--- src/rtl/pc_irq_ctrl.sv ---
// -----------------------------------------------------------------------------
// pc_irq_ctrl
// Fetch-stage program counter with a fixed-priority, vectored interrupt
// controller. Sequences normal flow (+4, up/down skips, branch, jump), traps
// into a per-line vector while saving the return address in epc, and returns
// on mret. No nesting: while a handler runs, requests wait until after mret.
//
// Ports
//   clk        in   1         clock, all state changes on the rising edge
//   reset      in   1         asynchronous active-low reset
//   stall      in   1         hold pc/epc/FSM/irq_id; trap and mret deferred
//   irq        in   NUM_IRQ   level requests, bit 0 has highest priority
//   irq_mask   in   NUM_IRQ   1 = line enabled
//   jump       in   1         load pc_target
//   pc_target  in   XLEN      jump / branch destination
//   branch     in   1         conditional branch, taken when zero_flag = 1
//   zero_flag  in   1         ALU zero
//   up         in   1         pc += UP_STEP
//   down       in   1         pc -= DOWN_STEP
//   mret       in   1         return from interrupt handler
//   pc         out  XLEN      current fetch address
//   epc        out  XLEN      saved return address
//   in_isr     out  1         handler active
//   irq_ack    out  1         one-cycle pulse on trap entry
//   irq_id     out  IDW       line being serviced, held until the next trap
// -----------------------------------------------------------------------------
module pc_irq_ctrl #(
    parameter int unsigned XLEN         = 32,
    parameter int unsigned NUM_IRQ      = 4,
    parameter int unsigned RESET_VECTOR = 0,
    parameter int unsigned VEC_BASE     = 32'h100,
    parameter int unsigned VEC_STRIDE   = 4,
    parameter int unsigned UP_STEP      = 8,
    parameter int unsigned DOWN_STEP    = 4,
    localparam int unsigned IDW         = (NUM_IRQ > 1) ? $clog2(NUM_IRQ) : 1
) (
    input  logic               clk,
    input  logic               reset,
    input  logic               stall,
    input  logic [NUM_IRQ-1:0] irq,
    input  logic [NUM_IRQ-1:0] irq_mask,
    input  logic               jump,
    input  logic [XLEN-1:0]    pc_target,
    input  logic               branch,
    input  logic               zero_flag,
    input  logic               up,
    input  logic               down,
    input  logic               mret,
    output logic [XLEN-1:0]    pc,
    output logic [XLEN-1:0]    epc,
    output logic               in_isr,
    output logic               irq_ack,
    output logic [IDW-1:0]     irq_id
);

    typedef enum logic {ST_RUN = 1'b0, ST_ISR = 1'b1} state_t;

    state_t            state_q, state_d;
    logic [XLEN-1:0]   pc_q, pc_d;
    logic [XLEN-1:0]   epc_q, epc_d;
    logic              ack_q, ack_d;
    logic [IDW-1:0]    id_q, id_d;

    logic [NUM_IRQ-1:0] pending;
    logic [IDW-1:0]     sel_id;
    logic [XLEN-1:0]    seq_next;
    logic [XLEN-1:0]    vec_addr;

    assign pending = irq & irq_mask;

    // Lowest set index wins: scan from the top down so the last hit is the
    // highest-priority line.
    always_comb begin
        sel_id = '0;
        for (int i = NUM_IRQ - 1; i >= 0; i--) begin
            if (pending[i]) begin
                sel_id = IDW'(i);
            end
        end
    end

    // All address arithmetic is XLEN wide, so overflow simply wraps.
    assign vec_addr = XLEN'(VEC_BASE) + XLEN'(sel_id) * XLEN'(VEC_STRIDE);

    // Normal next PC; a not-taken branch falls through to up/down/+4.
    always_comb begin
        if (jump || (branch && zero_flag)) begin
            seq_next = pc_target;
        end else if (up) begin
            seq_next = pc_q + XLEN'(UP_STEP);
        end else if (down) begin
            seq_next = pc_q - XLEN'(DOWN_STEP);
        end else begin
            seq_next = pc_q + XLEN'(4);
        end
    end

    always_comb begin
        state_d = state_q;
        pc_d    = pc_q;
        epc_d   = epc_q;
        id_d    = id_q;
        ack_d   = 1'b0;
        if (!stall) begin
            case (state_q)
                ST_RUN: begin
                    // mret in RUN has no effect; only a pending request diverts.
                    if (|pending) begin
                        pc_d    = vec_addr;
                        epc_d   = seq_next;
                        id_d    = sel_id;
                        ack_d   = 1'b1;
                        state_d = ST_ISR;
                    end else begin
                        pc_d = seq_next;
                    end
                end
                ST_ISR: begin
                    // Requests are left pending; they re-trap after return.
                    if (mret) begin
                        pc_d    = epc_q;
                        state_d = ST_RUN;
                    end else begin
                        pc_d = seq_next;
                    end
                end
                default: state_d = ST_RUN;
            endcase
        end
    end

    always_ff @(posedge clk or negedge reset) begin
        if (!reset) begin
            state_q <= ST_RUN;
            pc_q    <= XLEN'(RESET_VECTOR);
            epc_q   <= '0;
            ack_q   <= 1'b0;
            id_q    <= '0;
        end else begin
            state_q <= state_d;
            pc_q    <= pc_d;
            epc_q   <= epc_d;
            ack_q   <= ack_d;
            id_q    <= id_d;
        end
    end

    assign pc      = pc_q;
    assign epc     = epc_q;
    assign in_isr  = (state_q == ST_ISR);
    assign irq_ack = ack_q;
    assign irq_id  = id_q;

endmodule
--- config.mk ---
export PLATFORM = sky130hd
export DESIGN_NAME = pc_irq_ctrl
export DESIGN_NICKNAME = d
export VERILOG_FILES = /design/src/rtl/pc_irq_ctrl.sv
export SDC_FILE = /design/constraint.sdc
export NUM_CORES = 1
export LEC_CHECK = 0
export CORE_MARGIN = 2
export CORE_UTILIZATION = 39
export DETAILED_ROUTE_END_ITERATION = 6
export HOLD_SLACK_MARGIN = 0.03
export PLACE_DENSITY = 0.63
export SYNTH_ARGS = -nofsm -noshare
export SYNTH_HDL_FRONTEND = slang
export SYNTH_SLANG_ARGS = --single-unit
--- constraint.sdc ---
create_clock -name clk -period 2.75 [get_ports clk]
set_input_delay 0.4125 -clock clk [delete_from_list [all_inputs] [get_ports clk]]
set_output_delay 0.4125 -clock clk [all_outputs]
set_load 0.005 [all_outputs]
# Yosys cells after proc, flatten, opt, wreduce, memory -nomap -nowiden
# Cells that the tools add are included.
op_classes:
  n_addsub: 4
  mux: 15
  bitwise: 3
  n_reduce_logical: 4
op_table:
  columns: ["operator", "count"]
  rows:
  - ["$mux W32", 5]
  - ["$pmux W32 S2", 1]
  - ["$add A32 B3 Y32 const B", 1]
  - ["$add A32 B4 Y32 const B", 1]
  - ["$sub A32 B3 Y32 const B", 1]
  - ["$add A9 B4 Y10 const A", 1]
  - ["$mux W2", 4]
  - ["$and A4 B4 Y4", 1]
  - ["$mux W1", 4]
  - ["$reduce_or A4 Y1", 1]
  - ["$reduce_and A3 Y1", 1]
  - ["$not A1 Y1", 2]
  - ["$pmux W1 S2", 1]
  - ["$logic_and A1 B1 Y1", 1]
  - ["$logic_or A1 B1 Y1", 1]
word_totals:
  register_bits: 68
  word_cells: 31

# Depth between registers and ports, before layout
# Gate-level depths: netlist (run 1).
depth:
  ltp_word: 8
  depth_mapped: 11

# Worst setup path before layout (run 1)
# No wires, ideal clock.
synth_path:
  path_type: "register to register"
  startpoint: "register pc_q[8] (netlist: pc[8])"
  endpoint: "register pc_q[29] (netlist: pc[29])"
  arrival_time_ns: 2.454
  path_slack_ns: 0.154
  stages_incl_launch_ff: 11
  path_cell_list: "dfrtp_1 -> ha_1 -> a2111oi_0 -> a21oi_1 -> o21ai_2 -> or4_1 -> o31ai_1 -> or4_1 -> o211a_1 -> a22oi_1 -> o221ai_1"
synth_between:
  elab_chain_len: 6
  elab_cells_between_ends: 9
  cone_classes: "add/sub: 3; mux: 6"
synth_rtl:
  columns: ["item", "line", "rtl"]
  rows:
  - ["start, declared", "59", "logic [XLEN-1:0] pc_q, pc_d;"]
  - ["start signal, assigned", "135", "pc_q <= XLEN'(RESET_VECTOR);"]
  - ["start signal, assigned", "141", "pc_q <= pc_d;"]
  - ["$add A32 B3 Y32 / $sub A32 B3 Y32 (equally long branches)", "94, 92", null]
  - ["$mux W32", "91", "end else if (down) begin"]
  - ["$mux W32 (*)", "89", "end else if (up) begin"]
  - ["$mux W32 (*)", "87", "if (jump || (branch && zero_flag)) begin"]
  - ["$mux W32 (on tied branches)", "120, 108", null]
  - ["$pmux W32 S2 (*)", "105", "case (state_q)"]
# Every way passes the cells marked *; elsewhere a longest branch is shown, timed or not.
# A chain may end at the register's enable or synchronous reset.

# Worst setup path in the final report (run 1)
layout_path:
  startpoint: "register pc_q[4] (netlist: pc[4])"
  endpoint: "register pc_q[21] (netlist: pc[21])"
# The elaborated chain is that of the path after synthesis.

==> impl_summary.md, run 1 <==
Logic synthesis
The Yosys warning count is 0. Counting every instance in the synthesized netlist gives 747. Synthesis inferred a little under 70 register bits.

The top flip-flop cell by instance count after synthesis is dfrtp_1. The number of enable-type register cells in the synthesized netlist is 0. After synthesis, the cell types taking the most area are dfrtp_1 (29%), nand2_1 (8.5%), o21ai_0 (6.5%), ha_1 (6.2%), a21oi_1 (4.9%). The post-synth design cell area is roughly 5900 sq um. Summed over all instances, the cell type with the most area after synthesis is dfrtp_1. The share of async-settable or async-resettable flops after synthesis is between 90% and 100%. Of the post-synthesis cell area, the dominant cell type holds 29.0%. The share of synthesized area occupied by flip-flops and latches is 29.0%. Each instance of the synthesized netlist takes up on average between 7 and 8 sq um. The unique cell type count in the Yosys netlist is 68. The net count after synthesis is between 800 and 900.

Critical path
The depth of the critical timing path with buffers and inverters included is 13. STA classifies the critical path startpoint as a flip-flop. The highest fanout seen on the critical path is 5. The depth of the worst register-to-register path is 13. The required time at the endpoint of the critical path is just under 3 ns. The arrival time reported for the critical path endpoint is 2.94 ns. The source of the worst register-to-register timing path is pc[4]. The type of the worst setup path is flip-flop to flip-flop.

In this design, the largest share of critical-path delay is due to compound AO/OA/AOI/OAI gates. The capture instance of the worst register-to-register path is pc[21]. Tracing the worst setup path back leads to its startpoint at pc[4].

The critical path goes through ha_4 -> buf_4 -> o21ai_4 -> o21bai_4 -> o21ai_4 -> buf_4 -> o21ai_4 -> a31oi_1 -> xor2_1 -> nor2_1 -> a211oi_1 -> buf_4 -> o41ai_1. The worst setup path is captured at a flip-flop. The master of the slowest instance on the critical path is dfrtp_2. The register-to-register path setup slack is -0.007 ns.

The count of buffer and inverter cells on the critical path is 3. In this design, the stage delay of the slowest critical-path cell is ~0.45 ns.

Floorplanning
After floorplanning, the core was divided into 44 placement rows. The width of the chip is approximately 130 microns. 117 I/O pins were placed. The floorplan die height is ~130 microns. The die area is 16000 sq um. The effective utilization at floorplan is 40.2%.

The region available for standard cell placement spans between 10000 and 15000 sq um.

Power and ir drop
The power density over cell area is approximately 800 nW/um^2. The switching fraction of total power is between 30% and 40%. The share of total power in sequential cells is a little under a quarter. The worst-case IR drop observed on VDD is about 500 uV. The standby leakage power is around 0.0040 uW.

The completed layout was analyzed and its total power is 7550 uW. Per report_power, the clock group accounts for 17.1% of the total. Per report_power, the combinational group accounts for 60.1% of the total. The cell-internal power is between 4000 and 5000 uW. The switching power summed over all nets is between 2000 and 3000 uW.

Timing
After layout, the worst setup slack is -0.00656 ns. The upper clock frequency limit is 0.363 GHz. Setup violations remaining at the end of the flow were counted as 1. The ratio of final minimum period to clock period is 100%. The pin slew with the least headroom to its limit is around 0.67 ns. The max-slew violation count is 0. The routed design could run at a clock period as short as about 2.8 ns. The final total negative setup slack is -0.00656 ns.

The final count of hold timing violations is 0. The worst-case headroom to the max-slew limit is between 50 and 60%. Setup repair after global routing could not meet its margin everywhere. The maximum clock skew at final layout is ~0.0073 ns.

The tightest hold margin is ~0.47 ns.

Place
The detailed-placement wirelength estimate is 19000 microns. The cell area after placement is 8390 sq um. The global placement routability congestion is ~0.96. The number of placed instances, taps included, is between 1000 and 1500. The number of buffers added on ports is between 100 and 150.

Hold path
The destination of the worst hold path is irq_id[1]. The worst hold path passes through 3 cells. The startpoint identified for the worst hold timing path is stall.

The worst hold path belongs to the class input port to flip-flop.

Clock network
The worst-case clock buffer depth is 2. The CTS sink count is 68. The depth of the CTS H-tree is 3. The clock transition at the register clock pins on the worst setup and hold paths after CTS is 0.06 ns. The clock buffer count from CTS is 9. The tree is rooted in a clkbuf_16. TritonCTS built the clock tree.

Clock latency on the worst-skew pair, taken at its later pin, is between 0.3 and 0.4 ns.

GRT
The combined global-route utilization of all metal layers is 30.5%. The largest net degree at the start of global routing is 67. The total congestion overflow is 0. The first global-routing pass estimated approximately 38000 microns of wire.

The via count of the first global-routing pass was between 6000 and 7000. The number of antenna violations at the first check in global routing is 0.

Routing
The count of vias placed by the detailed router is around 7000. The iteration-0 DRC count of the detailed router is between 600 and 700. The total wirelength of the detailed-routed design is 24700 microns. Dividing the detail-routed wire length by the instance count gives about 20 microns.

The first-pass detailed-route iteration total is 5. The count of nets left with antenna violations after detail routing is 0. In the routed design, unresolved DRC markers number 0. Dividing the detail-routed via count by the number of cells gives between 5 and 6.

Finish
The layout has about 1200 filler cells. The number of diodes added for antenna fixing is 0. The net count of the finished layout is between 1000 and 1500.

In the final layout, flip-flops and latches occupy about 1700 sq um. The relative area change from synthesis to final layout is 60.7%. Leaving out filler cells and counting taps, the final layout contains ~1200. The multi-input combinational cell area is 4480 sq um. The final non-filler cell area is 9420 sq um. The fraction of final layout cells sized beyond drive strength 1 is just under 30%.

Outcome
The checks that failed: setup timing. The flow ran to the end, but the final reports show violations.

Job
Max-cap violations in this run came to 0.
## area by class of cell
type | count | area share [%]
inverters | 14 | 0.558
well taps | 184 | 2.44
flip-flops and latches | 68 | 18.2
repair buffers | 296 | 27.7
clock inverters | 5 | 0.890
clock buffers | 11 | 2.68
multi-input cells | 621 | 47.5
## power by group through the flow
stage | Combinational, uW | Sequential [uW] | Clock [uW]
2_1_floorplan | 1750 | 1680 | 0
3_3_place_gp | 4000 | 1680 | 0
3_5_place_dp | 4030 | 1680 | 0
4_1_cts | 4300 | 1690 | 1310
5_1_grt | 4880 | 1760 | 1360
6_report | 4540 | 1720 | 1290
## cell families after synthesis
family | after synthesis | share of synthesized area (%)
AND/OR/NAND/NOR | 262 | 20.6
buffers and inverters | 58 | 3.76
XOR/XNOR | 51 | 7.62
flip-flops | 68 | 29.0
AO/OA/AOI/OAI | 263 | 29.7
adder cells (fa/ha/maj) | 30 | 6.53
multiplexers | 15 | 2.73
## cells in the mapped netlist, drive strengths merged, types with 13 or more instances
| library cell | n |
|---|---|
| nand2 | 133 |
| dfrtp | 68 |
| xor2 | 20 |
| xnor2 | 31 |
| o21ai | 83 |
| a21oi | 59 |
| clkbuf | 38 |
| ha | 29 |
| nor2 | 43 |
| nand3 | 17 |
| a21o | 16 |
| inv | 13 |
## layout by cell type, fill, tap and decap left out, drive strengths merged, types with 4 or more instances in the layout
cell type,count
nand4,11
nor2,43
nand3,17
mux2i,7
a211oi,11
a22oi,8
o31ai,7
nand2b,6
dfrtp,68
a21oi,59
nor3,10
and3,11
ha,29
clkbuf,11
o41ai,5
a2bb2oi,4
xnor2,31
nand2,133
a221oi,7
a22o,5
o21ai,83
or2,4
o21bai,5
o211ai,11
inv,13
buf,182
mux2,8
nor3b,6
o221ai,5
a21o,16
clkdlybuf4s50,113
xor2,20
nor2b,4
## per-stage QoR
step | worst slack [ns] | utilization, %
global route | -0.0318 | 64.6
detailed placement | -0.851 | 57.5
global placement | -0.786 | 57.5
CTS | -0.00158 | 62.8
finish | -0.00656 | 64.6
floorplan | 0.154 | -
## worst max path at each step
stage                     endpoint  slack (ns)
final                       pc[21]      -0.007
after CTS                  epc[30]      -0.002
after global placement      pc[26]       -0.79
after global routing       epc[30]       -0.03
after floorplan             pc[29]        0.15
after detailed placement    pc[26]       -0.85
## registers in the layout, summed over array words and instances (netlist names)
| name | cells |
|---|---|
| epc | 32 |
| pc | 32 |
| irq_id | 2 |
| in_isr | 1 |
| irq_ack | 1 |
## what timing repair did
item                       CTS  global route
setup endpoints to repair   47            25
setup buffers                7             6
hold buffers                 1             0
pin swaps                   22            24
gates cloned                 2             0
hold endpoints to repair    11             0
resized for setup           59            46
## worst reg2reg max path, delay by kind of cell, from the launching register on
| kind | cells | cell delay, ns |
|---|---|---|
| adder cells (fa/ha/maj) | 1 | 0.23 |
| flip-flops | 1 | 0.45 |
| AO/OA/AOI/OAI | 7 | 1.07 |
| XOR/XNOR | 1 | 0.29 |
| AND/OR/NAND/NOR | 1 | 0.08 |
| buffers and inverters | 3 | 0.48 |
## layer usage
metal / vias up / global-route usage (%) / wire, microns
met4: 0 / 6.59 / 337
met1: 3368 / 45.9 / 11600
met5: - / 0 / 0
met3: 27 / 5.90 / 1980
met2: 291 / 45.3 / 10800
li1: 3268 / - / -
No activity file was read; power rests on OpenSTA's default activity.
==> run 2: changes to the inputs <==
- MAX_ROUTING_LAYER: unset -> met4
==> run 2 against run 1 <==
Against the previous run: the run still ends with setup timing left; total power fell by 0.31%; utilization about the same; cell count shrank 0.58%; worst hold slack got worse by 0.37 ns; via count shrank 0.63%; wire length rose by 1.9%; sequential power about the same.
==> impl_summary.md, run 2 (synthesized netlist as in run 1, its figures left out) <==
Outcome
Run status: finished with violations (unchanged). Violated checks: setup timing (unchanged).

Power and ir drop
The switching fraction of total power was 40.7% (was 39.5%). The switching power summed over all nets was 3060 uW (was 2980 uW). The worst ir drop on vdd came to 561 uV (was 494 uV). The share of total power in combinational logic is 61.8% (was 60.1%). The power share of the clock group came to 15.2% (was 17.1%). The share of total power in sequential cells is 23.1% (was 22.8%).

The standby leakage power is 0.00400 uW (about the same). The total power came to 7530 uW (was 7550 uW). The power density over cell area is 799 nW/um^2 (was 802 nW/um^2). The cell-internal power came to 4470 uW (was 4570 uW).

Timing
The maximum clock skew at final layout was 0.00663 ns (was 0.00733 ns). The clock period minus final worst setup slack is 2.78 ns (was 2.76 ns). RSZ-0062 raised after global routing: yes (unchanged). The post-route worst setup slack is -0.0300 ns (was -0.00656 ns). The max-slew violation count is 0 (unchanged). The final count of hold timing violations is 0 (unchanged).

The ratio of final minimum period to clock period came to 101% (was 100%). The count of final setup violators was 1 (unchanged). The pin slew with the least headroom to its limit is 0.671 ns (was 0.673 ns).

The upper clock frequency limit is 0.360 GHz (was 0.363 GHz). The final total negative setup slack is -0.0300 ns (was -0.00656 ns). The worst-case headroom to the max-slew limit is 55.3% (was 55.1%).

Floorplanning
The number of core rows is 44 (unchanged). The width of the chip was 127 microns (unchanged). The floorplan die height is 127 microns (unchanged). The die area is 16000 sq um (unchanged). The core outline area came to 14600 sq um (unchanged). The effective utilization at floorplan is 40.2% (unchanged). The number of top-level pins is 117 (unchanged).

GRT
The number of antenna violations at the first check in global routing is 0 (unchanged). The total congestion overflow is 0 (unchanged). The wire length of the first global-routing pass is 38100 microns (was 37900 microns).

The via count of the first global-routing pass came to 6770 (was 6705). The largest net degree at the start of global routing was 67 (unchanged). The combined global-route utilization of all metal layers is 31.6% (was 30.5%).

Place
The global placement routability congestion came to 0.957 (was 0.955). The count of placed standard cells including taps is 1170 (was 1168). The number of buffers added on ports is 116 (unchanged).

The detailed-placement wirelength estimate is 19400 microns (was 19000 microns).

Finish
The count of placed standard cells in the final layout, fillers left out was 1192 (was 1199). The number of diodes added for antenna fixing came to 0 (unchanged). The leading cell type in the layout, fill and taps excluded is buf_4 (unchanged). The relative area change from synthesis to final layout is 60.8% (was 60.7%).

The fraction of final layout cells sized beyond drive strength 1 is 29.6% (was 28.9%). Leading cell types in the layout, fill and taps excluded: buf_4 (164), nand2_1 (132), clkdlybuf4s50_1 (113), dfrtp_1 (65), o21ai_0 (64) (was buf_4 (171), nand2_1 (131), clkdlybuf4s50_1 (113), o21ai_0 (69), dfrtp_1 (61)). The count of filler cells inserted in the layout is 1240 (was 1248). The final net count was 1083 (was 1089).

Clock network
The clock buffer count from CTS is 9 (unchanged). The quantity of hold-fixing buffers added after cts is 0 (was 1). The later-pin clock latency in the skew report is 0.33 ns (about the same).

The clock transition at the register clock pins on the worst setup and hold paths after CTS is 0.06 ns (about the same). The depth of the CTS H-tree came to 3 (unchanged). The root buffer cell is clkbuf_16 (unchanged). The CTS sink count was 68 (unchanged).

The worst-case clock buffer depth came to 2 (unchanged). The CTS tree is done (unchanged).

Routing
The routed length per placed instance was 21.1 microns (was 20.6 microns). The iteration-0 DRC count of the detailed router is 676 (was 631). The first-pass detailed-route iteration total is 5 (unchanged). The number of DRC violations after detailed routing is 0 (unchanged). The per-cell via count in the routed design is 5.80 (about the same). The total wirelength of the detailed-routed design is 25100 microns (was 24700 microns).

The count of nets left with antenna violations after detail routing is 0 (unchanged). The count of vias placed by the detailed router is 6910 (was 6954).

Critical path
The critical path endpoint is pc[26] (was pc[21]). The type of the worst setup path is input port to flip-flop (was flip-flop to flip-flop). The depth of the worst register-to-register path is 11 (was 13). The capturing element type of the critical path is a flip-flop (unchanged). The highest fanout seen on the critical path came to 6 (was 5).

The largest stage delay on the critical path came to 0.39 ns (was 0.45 ns). The source of the worst register-to-register timing path is pc[6] (was pc[4]). The count of buffer and inverter cells on the critical path came to 3 (unchanged). CP Cell Sequence: clkbuf_4 -> buf_12 -> fa_2 -> a21o_1 -> nand4_4 -> a21oi_4 -> o41ai_4 -> buf_4 -> o21ba_4 -> mux2i_1 -> a22oi_2 -> o21ai_1 -> mux2_2 (was ha_4 -> buf_4 -> o21ai_4 -> o21bai_4 -> o21ai_4 -> buf_4 -> o21ai_4 -> a31oi_1 -> xor2_1 -> nor2_1 -> a211oi_1 -> buf_4 -> o41ai_1).

The capture instance of the worst register-to-register path is pc[26] (was pc[21]). The arrival time reported for the critical path endpoint came to 3.00 ns (was 2.94 ns). The critical path launch point type is an input port (was flip-flop). The register-to-register path setup slack is -0.01 ns (was -0.007 ns).

The required time at the endpoint of the critical path was 2.97 ns (was 2.93 ns). The depth of the critical timing path with buffers and inverters included came to 13 (unchanged). The launching element of the worst setup path is down (was pc[4]). The master of the slowest instance on the critical path is fa_2 (was dfrtp_2). The dominant delay contributor by cell family on the critical path was compound AO/OA/AOI/OAI gates (unchanged).

Job
The reported max-cap violation count is 0 (unchanged).

Hold path
The worst min-delay path category is input port to asynchronous set/reset pin (was input port to flip-flop).
==> run 2: worst min path at each step <==
stage | from | end | slack (ns) | cells after the start
detailed placement | reset | epc[22] | 0.48 | 1
global route | reset | epc[22] | 0.13 | 1
global placement | reset | epc[22] | 0.47 | 1
floorplan | reset | epc[0] | 0.12 | 0
CTS | reset | epc[22] | 0.12 | 1
finish | reset | epc[22] | 0.10 | 1
==> run 2: power by group through the flow <==
stage               Clock [uW]  Combinational [uW]  Sequential (uW)
floorplan                    0                1750             1680
global placement             0                4030             1680
detailed placement           0                4080             1690
CTS                       1150                4280             1700
global route              1200                5000             1770
finish                    1140                4650             1740
==> run 2: area by class of cell <==
type,instances,area [sq um],area share (%)
multi-input combinational,621,4570,48.5
timing repair buffer,290,2570,27.3
sequential,68,1710,18.1
tap,184,230,2.44
clock buffer,9,225,2.39
clock inverter,6,66.3,0.704
inverter,14,52.6,0.558
==> run 2: stage by stage <==
| step | utilization, % | instance area, sq um | hold WS [ns] | worst slack, ns |
|---|---|---|---|---|
| 6_report | 64.6 | 9420 | 0.100 | -0.0300 |
| 5_1_grt | 64.6 | 9420 | 0.127 | -0.0771 |
| 4_1_cts | 61.8 | 9020 | 0.117 | -0.000687 |
| 3_5_place_dp | 57.6 | 8400 | 0.478 | -0.862 |
| 3_3_place_gp | 57.6 | 8400 | 0.468 | -0.818 |
| 2_1_floorplan | - | 5860 | 0.117 | 0.154 |
==> run 2: timing repair <==
action / 4_1_cts / 5_1_grt
gates resized for setup: 46 / 78
pin swaps: 12 / 33
endpoints found under the setup margin: 43 / 31
gates cloned: 2 / 0
setup buffers: 2 / 6
==> run 2: per-layer routing <==
| metal | track usage, % | share of wire, % | up-vias |
|---|---|---|---|
| met5 | - | 0 | - |
| met4 | 6.40 | 1.2 | 0 |
| met3 | 3.71 | 6.4 | 27 |
| met2 | 47.1 | 44 | 250 |
| met1 | 46.5 | 48 | 3371 |
| li1 | - | - | 3262 |
==> run 3: changes to the inputs <==
==> constraint.sdc (replaced) <==
create_clock -name clk -period 2.75 [get_ports clk]
set_input_delay 0.4125 -clock clk [delete_from_list [all_inputs] [get_ports clk]]
set_output_delay 0.4125 -clock clk [all_outputs]
set_load 0.01 [all_outputs]
==> run 3 against run 2 <==
Against the previous run: the run still ends with setup timing left; first-iteration DRC count shrank 4.3%; clock skew shrank 0.0027 ns; setup slack gained 0.017 ns; critical path depth shrank 2; critical path type is now flip-flop to flip-flop; critical endpoint unchanged; largest power group unchanged.
==> impl_summary.md, run 3 (synthesized netlist as in run 1, its figures left out) <==
Outcome
Run status: finished with violations (unchanged). Violated checks: setup timing (unchanged).

Job
The reported max-cap violation count was 0 (unchanged).

Clock network
The quantity of hold-fixing buffers added after cts is 0 (unchanged). The CTS tree is done (unchanged). The depth of the CTS H-tree came to 3 (unchanged). The clock buffer count from CTS is 9 (unchanged). The worst-case clock buffer depth is 2 (unchanged). The later-pin clock latency in the skew report is 0.33 ns (about the same). The CTS sink count was 68 (unchanged).

The root buffer cell is clkbuf_16 (unchanged). The clock transition at the register clock pins on the worst setup and hold paths after CTS was 0.06 ns (about the same).

Hold path
The worst min-delay path category is input port to asynchronous set/reset pin (unchanged).

GRT
The met2 track utilization from global routing came to 46.6% (was 47.1%). The total congestion overflow was 0 (unchanged). The global-route track usage on met3 is 3.67% (was 3.71%). The combined global-route utilization of all metal layers is 31.8% (was 31.6%).

The wire length of the first global-routing pass is 38000 microns (was 38100 microns). The largest net degree at the start of global routing was 69 (was 67). The number of antenna violations at the first check in global routing is 0 (unchanged). The via count of the first global-routing pass is 6591 (was 6770). The most utilized layer in the global route result is met1 (was met2). The met1 track demand over resource is 47.8% (was 46.5%).

Place
The global placement routability congestion is 0.990 (was 0.957). The cell area after placement is 8390 sq um (was 8400 sq um). The count of placed standard cells including taps is 1167 (was 1170). The number of buffers added on ports came to 116 (unchanged). The detailed-placement wirelength estimate was 19200 microns (was 19400 microns).

Timing
The clock period minus final worst setup slack is 2.76 ns (was 2.78 ns). The final count of hold timing violations is 0 (unchanged). The final total negative setup slack came to -0.0128 ns (was -0.0300 ns). The worst-case headroom to the max-slew limit is 52.1% (was 55.3%). The pin slew with the least headroom to its limit is 0.711 ns (was 0.671 ns). The max-slew violation count is 0 (unchanged).

The maximum clock skew at final layout is 0.00396 ns (was 0.00663 ns). RSZ-0062 raised after global routing: yes (unchanged). The upper clock frequency limit is 0.362 GHz (was 0.360 GHz). The ratio of final minimum period to clock period is 100% (was 101%). The count of final setup violators is 1 (unchanged). The post-route worst setup slack is -0.0128 ns (was -0.0300 ns).

Power and ir drop
The power density over cell area is 812 nW/um^2 (was 799 nW/um^2). The total power is 7540 uW (was 7530 uW). The worst ir drop on vdd is 603 uV (was 561 uV). The standby leakage power is 0.00400 uW (about the same).

Routing
The total wirelength of the detailed-routed design is 25100 microns (about the same). The number of DRC violations after detailed routing was 0 (unchanged). The count of vias placed by the detailed router is 6819 (was 6910). The first-pass detailed-route iteration total is 5 (unchanged). The per-cell via count in the routed design is 5.71 (was 5.80). The count of nets left with antenna violations after detail routing came to 0 (unchanged).

The iteration-0 DRC count of the detailed router is 647 (was 676). The routed length per placed instance is 21.0 microns (was 21.1 microns).

Critical path
CP Cell Sequence: ha_4 -> a21o_1 -> a21oi_4 -> a21oi_4 -> o41ai_4 -> buf_4 -> o21ba_4 -> mux2i_2 -> a22oi_2 -> o21ai_2 -> mux2_2 (was clkbuf_4 -> buf_12 -> fa_2 -> a21o_1 -> nand4_4 -> a21oi_4 -> o41ai_4 -> buf_4 -> o21ba_4 -> mux2i_1 -> a22oi_2 -> o21ai_1 -> mux2_2). The capturing element type of the critical path is a flip-flop (unchanged). The largest stage delay on the critical path came to 0.45 ns (was 0.39 ns). The arrival time reported for the critical path endpoint came to 2.98 ns (was 3.00 ns). The master of the slowest instance on the critical path is dfrtp_2 (was fa_2). Counting stages on the worst path, the most repeated cell is a21oi_4.

The highest fanout seen on the critical path is 5 (was 6). The type of the worst setup path is flip-flop to flip-flop (was input port to flip-flop). The dominant delay contributor by cell family on the critical path is compound AO/OA/AOI/OAI gates (unchanged). The critical path launch point type is a flip-flop (was input port). The required time at the endpoint of the critical path is 2.96 ns (was 2.97 ns). The count of buffer and inverter cells on the critical path is 1 (was 3).

Finish
The final core area utilization is 63.7% (was 64.6%). The leading cell type in the layout, fill and taps excluded is buf_4 (unchanged). The relative area change from synthesis to final layout was 58.6% (was 60.8%). The count of placed standard cells in the final layout, fillers left out is 1195 (was 1192). Leading cell types in the layout, fill and taps excluded: buf_4 (169), nand2_1 (130), clkdlybuf4s50_1 (113), o21ai_0 (65), dfrtp_1 (62) (was buf_4 (164), nand2_1 (132), clkdlybuf4s50_1 (113), dfrtp_1 (65), o21ai_0 (64)).

The count of filler cells inserted in the layout is 1251 (was 1240). The final net count is 1085 (was 1083). The fraction of final layout cells sized beyond drive strength 1 is 29.0% (was 29.6%). The final non-filler cell area is 9290 sq um (was 9420 sq um).

The number of diodes added for antenna fixing is 0 (unchanged).

Floorplanning
The width of the chip is 127 microns (unchanged). The number of core rows was 44 (unchanged). The die area is 16000 sq um (unchanged). The floorplan die height came to 127 microns (unchanged).

The core outline area was 14600 sq um (unchanged). The effective utilization at floorplan is 40.2% (unchanged). The number of top-level pins came to 117 (unchanged).
[run 3: changes by cell type in the layout (fill, tap and decap cells not counted), moves of 4 or more]
cell / change
ha_1: +8
ha_4: -8
clkinv_2: +4
buf_4: +5
[run 3: cell type report]
cell class | instances | area [sq um] | area share, %
Clock inverter | 6 | 55.1 | 0.593
Timing Repair Buffer | 292 | 2580 | 27.8
Clock buffer | 10 | 229 | 2.46
Multi-Input combinational cell | 621 | 4430 | 47.7
Inverter | 14 | 52.6 | 0.566
Sequential cell | 68 | 1710 | 18.4
Tap cell | 184 | 230 | 2.48
[run 3: per-layer routing]
layer	part of all wire (%)	wire length (microns)
met5	0	0
met2	43	10800
met1	49	12200
met3	7.0	1750
met4	1.3	327
[run 3: final timing paths]
path                       slack [ns]         to    start  cells past startpoint
setup / recovery                -0.01     pc[26]    pc[6]                     11
hold / removal                   0.09    epc[26]    reset                      2
setup reg to reg                -0.01     pc[26]    pc[6]                     11
hold reg to reg                  0.51    epc[24]  epc[24]                      2
max in group asynchronous        2.31      pc[8]    reset                      2
min in group clk                 0.47  irq_id[1]    stall                      3
[run 3: timing repair]
item / in CTS / in global routing
endpoints found under the setup margin: 46 / 29
pin swaps: 19 / 15
buffers inserted: 9 / 2
resized for setup: 59 / 47
gates cloned: 2 / 0
[run 3: per-stage QoR]
stage | hold slack (ns) | setup slack (ns)
2_1_floorplan | 0.117 | 0.127
3_3_place_gp | 0.467 | -0.940
3_5_place_dp | 0.467 | -0.960
4_1_cts | 0.113 | 0.000548
5_1_grt | 0.121 | -0.0956
6_report | 0.0860 | -0.0128
[run 3: where the power goes]
group / switching (uW) / leakage [uW] / internal (uW) / total [uW]
clock network: 430 / 0.000146 / 694 / 1120
registers: 374 / 0.000844 / 1340 / 1710
logic: 2330 / 0.00301 / 2380 / 4710
total: 3140 / 0.00400 / 4410 / 7540
